--- config.mk ---
export PLATFORM = sky130hd
export DESIGN_NAME = if_id_skid_buffer
export DESIGN_NICKNAME = d
export VERILOG_FILES = /design/src/rtl/if_id_skid_buffer.sv
export SDC_FILE = /design/constraint.sdc
export NUM_CORES = 1
export LEC_CHECK = 0
export CAP_MARGIN = 10
export CORE_MARGIN = 3
export CORE_UTILIZATION = 40
export CTS_CLUSTER_SIZE = 10
export DETAILED_ROUTE_END_ITERATION = 8
export PLACE_DENSITY = 0.67
export SLEW_MARGIN = 20
export SYNTH_ARGS = -nofsm -noshare
export SYNTH_HDL_FRONTEND = slang
export SYNTH_SLANG_ARGS = --single-unit
--- constraint.sdc ---
create_clock -name clk_i -period 1.47 [get_ports clk_i]
set_input_delay 0.294 -clock clk_i [delete_from_list [all_inputs] [get_ports clk_i]]
set_output_delay 0.294 -clock clk_i [all_outputs]
set_load 0.02 [all_outputs]
--- src/rtl/if_id_skid_buffer.sv ---
// Two-entry IF/ID skid buffer between fetch and decode.
// Entries are {pc, instr} pairs and leave in FIFO order; flush_i discards everything held or offered.
module if_id_skid_buffer #(
  parameter logic [31:0] NOP_INSTR = 32'h0000_0000
) (
  input  logic        clk_i,
  input  logic        rst_i,
  input  logic        valid_i,
  output logic        ready_o,
  input  logic [31:0] pc_i,
  input  logic [31:0] instr_i,
  output logic        valid_o,
  input  logic        ready_i,
  output logic [31:0] pc_o,
  output logic [31:0] instr_o,
  input  logic        flush_i
);

  typedef enum logic [1:0] {
    ST_EMPTY = 2'd0,
    ST_ONE   = 2'd1,
    ST_FULL  = 2'd2
  } state_e;

  typedef struct packed {
    logic [31:0] pc;
    logic [31:0] instr;
  } entry_t;

  localparam entry_t RESET_ENTRY = '{pc: 32'h0, instr: NOP_INSTR};

  state_e state_q, state_d;
  entry_t head_q, head_d;
  entry_t tail_q, tail_d;
  entry_t in_entry;
  logic   push;
  logic   pop;

  // Handshake outputs depend only on state and reset, so ready_i never reaches ready_o.
  assign ready_o  = ~rst_i & (state_q != ST_FULL);
  assign valid_o  = ~rst_i & (state_q != ST_EMPTY);
  assign pc_o     = valid_o ? head_q.pc    : 32'h0;
  assign instr_o  = valid_o ? head_q.instr : NOP_INSTR;

  assign in_entry = '{pc: pc_i, instr: instr_i};
  assign push     = valid_i & ready_o & ~flush_i;
  assign pop      = valid_o & ready_i;

  always_comb begin
    // NOTE: every always_comb output gets a default first so no path leaves it unassigned (no latch).
    state_d = state_q;
    head_d  = head_q;
    tail_d  = tail_q;
    if (flush_i) begin
      state_d = ST_EMPTY;
    end else begin
      unique case (state_q)
        ST_EMPTY: begin
          if (push) begin
            head_d  = in_entry;
            state_d = ST_ONE;
          end
        end
        ST_ONE: begin
          if (push && pop) begin
            head_d = in_entry;
          end else if (push) begin
            tail_d  = in_entry;
            state_d = ST_FULL;
          end else if (pop) begin
            state_d = ST_EMPTY;
          end
        end
        ST_FULL: begin
          // The second entry slides into the head slot; nothing can be pushed while full.
          if (pop) begin
            head_d  = tail_q;
            state_d = ST_ONE;
          end
        end
        default: state_d = ST_EMPTY;
      endcase
    end
  end

  always_ff @(posedge clk_i) begin
    // NOTE: state uses non-blocking assignments so every flop samples pre-edge values.
    if (rst_i) begin
      state_q <= ST_EMPTY;
      // NOTE: the storage slots are reset too, so a stale entry can never resurface after reset.
      head_q  <= RESET_ENTRY;
      tail_q  <= RESET_ENTRY;
    end else begin
      state_q <= state_d;
      head_q  <= head_d;
      tail_q  <= tail_d;
    end
  end

endmodule

## Yosys cells after proc, flatten, opt, wreduce, memory -nomap -nowiden

Cells that the tools add are included.
Widths: inputs -> output; s select.

| storage, ports and cells | value |
|---|---|
| word-level logic and storage cells | 41 |
| input bits | 69 |
| output and inout bits | 66 |
| register bits | 130 |

| cells by class | value |
|---|---|
| eq/ne operators | 8 |
| reductions and logical operators | 8 |
| bitwise gates (word level) | 8 |
| muxes and demuxes | 12 |

Operator list:

| operator | count |
|---|---|
| $mux 64 | 3 |
| $pmux 64 s3 | 1 |
| $mux 32 | 2 |
| $mux 2 | 5 |
| $ne 2x2->1 const B | 5 |
| $reduce_and 4->1 | 2 |
| $pmux 2 s3 | 1 |
| $and 1x1->1 | 5 |
| $reduce_and 5->1 | 1 |
| $ne 3x3->1 const B | 1 |
| $not 1->1 | 3 |
| $reduce_bool 3->1 | 1 |
| $eq 2x1->1 const B | 1 |
| $eq 2x2->1 const B | 1 |
| $logic_not 2->1 | 1 |
| $reduce_bool 2->1 | 1 |
| $reduce_or 2->1 | 1 |
| $logic_and 1x1->1 | 1 |

## Longest topological paths before layout

| logic depth | value |
|---|---|
| depth after elaboration | 7 |
| mapped depth | 6 |
| depth with buffers taken out | 3 |

## Least setup slack after synthesis

Ideal clock, no wire load.

| timing | value |
|---|---|
| path type | in2out |
| start point | input rst_i |
| end point | output instr_o[0] |
| path buffers | 3 |
| path slack | -102 ps |
| stages | 5 |
| required time | 1176 ps |
| arrival | 1278 ps |
| cell sequence | buf_2 > nor2_1 > clkbuf_1 > clkbuf_1 > and2_1 |

| on the way | value |
|---|---|
| cells in the longest elaborated chain, start to end | 3 |

Ends and longest elaborated chain:

| what | RTL line | RTL |
|---|---|---|
| from (decl) | 7 | `input logic rst_i,` |
| $not 1->1 | 41 | `assign valid_o = ~rst_i & (state_q != ST_EMPTY);` |
| $and 1x1->1 | 41 |  |
| $mux 32 | 43 | `assign instr_o = valid_o ? head_q.instr : NOP_INSTR;` |
| to (decl) | 15 | `output logic [31:0] instr_o,` |

No other way between the ends.

## Final worst setup path

| timing | value |
|---|---|
| start point | register state_q[0] |
| end point | output pc_o[31] |

| on the way | value |
|---|---|
| cells in the longest elaborated chain, start to end | 3 |

Ends and longest elaborated chain:

| what | RTL line | RTL |
|---|---|---|
| from (decl) | 32 | `state_e state_q, state_d;` |
| from (signal assigned) | 94 | `state_q <= state_d;` |
| $reduce_bool 2->1 | 41 |  |
| $and 1x1->1 | 41 |  |
| $mux 32 | 42 | `assign pc_o = valid_o ? head_q.pc : 32'h0;` |
| to (decl) | 14 | `output logic [31:0] pc_o,` |

No other way between the ends.

==> metrics.md <==
| Metric | Value |
|---|---|
| Place WS | `-0.632 ns` |
| Initial antenna violation count | `2` |
| Port Buf Inserts | `134` |
| DRC | `0` |
| Mapped Nets | `roughly 760` |
| Max Slew Vio Count | `0` |
| Status | `complete, but fails checks` |
| Final WS setup | `-0.364 ns` |
| Longest Clk Path Bufs | `2` |
| Slowest CP cell | `dfxtp_2` |
| DP HPWL | `between 10,000 and 15,000 um` |
| CTS buffer count | `17` |
| Worst-path clk slew | `0.05 ns` |
| Share of cells above drive strength 1 | `43.4%` |
| GR Overflow Total | `0` |
| Via/cell ratio | `6.12` |
| Top FF cell, synth | `dfxtp_1` |
| Max VDD drop | `0.922 mV` |
| Mapped Area | `6560 sq um` |
| I/O pin cnt | `135` |
| Tot Pwr | `around 0.0096 W` |
| Arr. time, crit path | `1.54 ns` |
| Critical path buffers and inverters | `3` |
| Post-Synthesis Cells | `689` |
| Crit start category | `flip-flop` |
| Root Driver | `clkbuf_16` |
| Syn avg cell area | `~9.5 sq um` |
| Placed inst area | `8340 sq um` |
| Yosys warning count | `0` |
| RSZ-0062 raised after global routing | `yes` |
| Syn-to-layout area delta | `57.0%` |
| Layout Skew | `0.00897 ns` |
| Yosys reg bits | `130` |
| Rows | `46` |
| EDFF count, synth | `0` |
| TritonRoute pass-1 iters | `5` |
| Clock sinks | `130` |
| Largest net degree at the start of global routing | `slightly above 70` |
| Placer Congestion | `0.819` |
| Critical Path, Cell by Cell | `nor2_4, nor2_4, buf_6, buf_12, and2_4, buf_6` |
| Fin crit period | `roughly 1.8 ns` |
| H-tree depth | `4` |
| Drt wl/cell | `22.0 um` |
| Sequential-to-total area share from yosys stat | `39.7%` |
| Setup Crit Path Kind | `flip-flop to output port` |
| Worst Tran Pin Value | `~0.97 ns` |
| Final Cell Area | `10,300 sq um` |
| Worst path top cell family by delay | `buffers and inverters` |
| Crit. End Element | `output port` |
| Final hold vios | `0` |
| Die footprint | `18,000 sq um` |
| Number of fill cells in the layout | `1,168` |
| Final setup viols | `133` |
| CORE AREA | `between 15,000 and 20,000 sq um` |
| Crit-path max FO | `9` |
| Final period utilization | `125%` |
| CTS tree | `done` |
| Total number of vias | `6,442` |
| Final nets | `893` |
| Distinct cell type count after synthesis | `30` |
| Max transition margin | `35.0%` |
| Number of global-route vias before repair | `roughly 6,600` |
| Leak | `4.05 nW` |
| Routed Antenna Nets | `0` |
| Worst reg-to-reg setup slack | `-0.30 ns` |
| Initial Utilization | `41.1%` |
| Die Y | `134 um` |
| Die W | `134 um` |
| First-pass GRT wire length | `35,900 um` |
| Max Fclk | `roughly 0.55 GHz` |
| Worst-Skew Late Latency | `approximately 0.43 ns` |
| CP max stage delay | `0.36 ns` |
| DRT Wirelength | `approximately 23,000 um` |
| Failing checks | `setup timing` |
| PwrDens | `around 930 nW/um^2` |
| Max-Cap Viols | `0` |
| DRT iter0 DRCs | `around 580` |
| Hold Crit Class | `input pin to flip-flop` |
| Critical path data required time | `1.18 ns` |
| All-Layer GR Usage | `between 20% and 30%` |
| Post-synth ARST share | `0%` |
## timing repair
action,4_1_cts,5_1_grt
hold buffers,0,0
resized for setup,536,72
hold endpoints to repair,0,0
endpoints found under the setup margin,134,195
buffers inserted,12,4
pin swaps,33,5
cloned,17,1
## stage by stage
stage / hold slack, ns / TNS, ns / instances / utilization, %
2_1_floorplan: 0.372 / -1.62 / 689 / -
3_3_place_gp: 0.459 / -78.46 / 990 / 52.3
3_5_place_dp: 0.467 / -85.08 / 990 / 52.3
4_1_cts: 0.259 / -40.51 / 1048 / 62.9
5_1_grt: 0.286 / -46.89 / 1053 / 64.6
6_report: 0.295 / -37.08 / 1053 / 64.6
## sequential cells by signal, indices dropped and copies added, names as in the netlist
signal   count
head_q      64
tail_q      64
state_q      2
## final cells by class
class / count / area (sq um) / area share, %
repair buffers: 208 / 2660 / 25.9
multi-input cells: 467 / 4190 / 40.7
flip-flops and latches: 130 / 2610 / 25.3
well taps: 216 / 270 / 2.63
clock buffers: 25 / 485 / 4.72
diodes: 2 / 5.00 / 0.0486
clock inverters: 5 / 77.6 / 0.754
## Yosys cell counts, drive strengths merged, types with 2 or more instances
cell	n	area share, %
clkbuf	51	3.0
a221oi	64	8.5
buf	42	4.2
nand2b	2	0.19
and2	64	6.1
nand3	64	4.9
nor2	2	0.11
mux2i	64	9.8
a21oi	65	5.0
a211oi	65	12
nor3	2	0.32
dfxtp	130	40
o21ai	64	4.9
## worst min-delay path, stage by stage
cell      delay [ns]
buf_6           0.09
buf_4           0.22
a211oi_2        0.07
## per-layer routing
layer  GRT usage, %  vias up  part of all wire (%)
li1               -     2899                     -
met1           31.6     3172                    41
met2           41.2      315                    49
met3           6.60       56                   7.3
met4           10.5        0                   2.6
met5              0        -                     0
## path summary, 6_finish.rpt
check | from | end | depth (start not counted)
hold / removal | rst_i | state_q[0]$_SDFFE_PP0P_ | 3
setup reg to reg | state_q[1]$_SDFFE_PP0P_ | head_q[33]$_SDFFE_PP0P_ | 6
setup / recovery | state_q[0]$_SDFFE_PP0P_ | pc_o[31] | 6
hold reg to reg | tail_q[45]$_SDFFE_PP0P_ | tail_q[45]$_SDFFE_PP0P_ | 2
## cells by family after synthesis
kind of cell    synth area share, %
flops                          39.7
compound gates                 30.7
simple gates                   12.5
mux                            10.0
buf+inv                        7.16
## power by group
| group | total (W) | switching (W) | internal, W |
|---|---|---|---|
| Clock | 0.00410 | 0.00150 | 0.00260 |
| Combinational | 0.00170 | 0.000847 | 0.000851 |
| Sequential | 0.00377 | 0.000110 | 0.00366 |
## cells in the final DEF (no fill, tap or decap), types with 3 or more instances in the layout
cell / n
buf_4: 26
clkbuf_8: 3
clkbuf_1: 5
and2_4: 52
mux2i_1: 60
a221oi_4: 9
and2_2: 6
o21ai_2: 6
buf_6: 72
clkdlybuf4s50_1: 65
buf_16: 15
and2_1: 6
buf_8: 3
a221oi_1: 17
a21oi_1: 65
o21ai_0: 13
o21ai_1: 45
buf_12: 22
nand3_1: 64
clkbuf_16: 18
a221oi_2: 38
a211oi_2: 64
dfxtp_1: 128
Power figures use the tool's default switching activity.
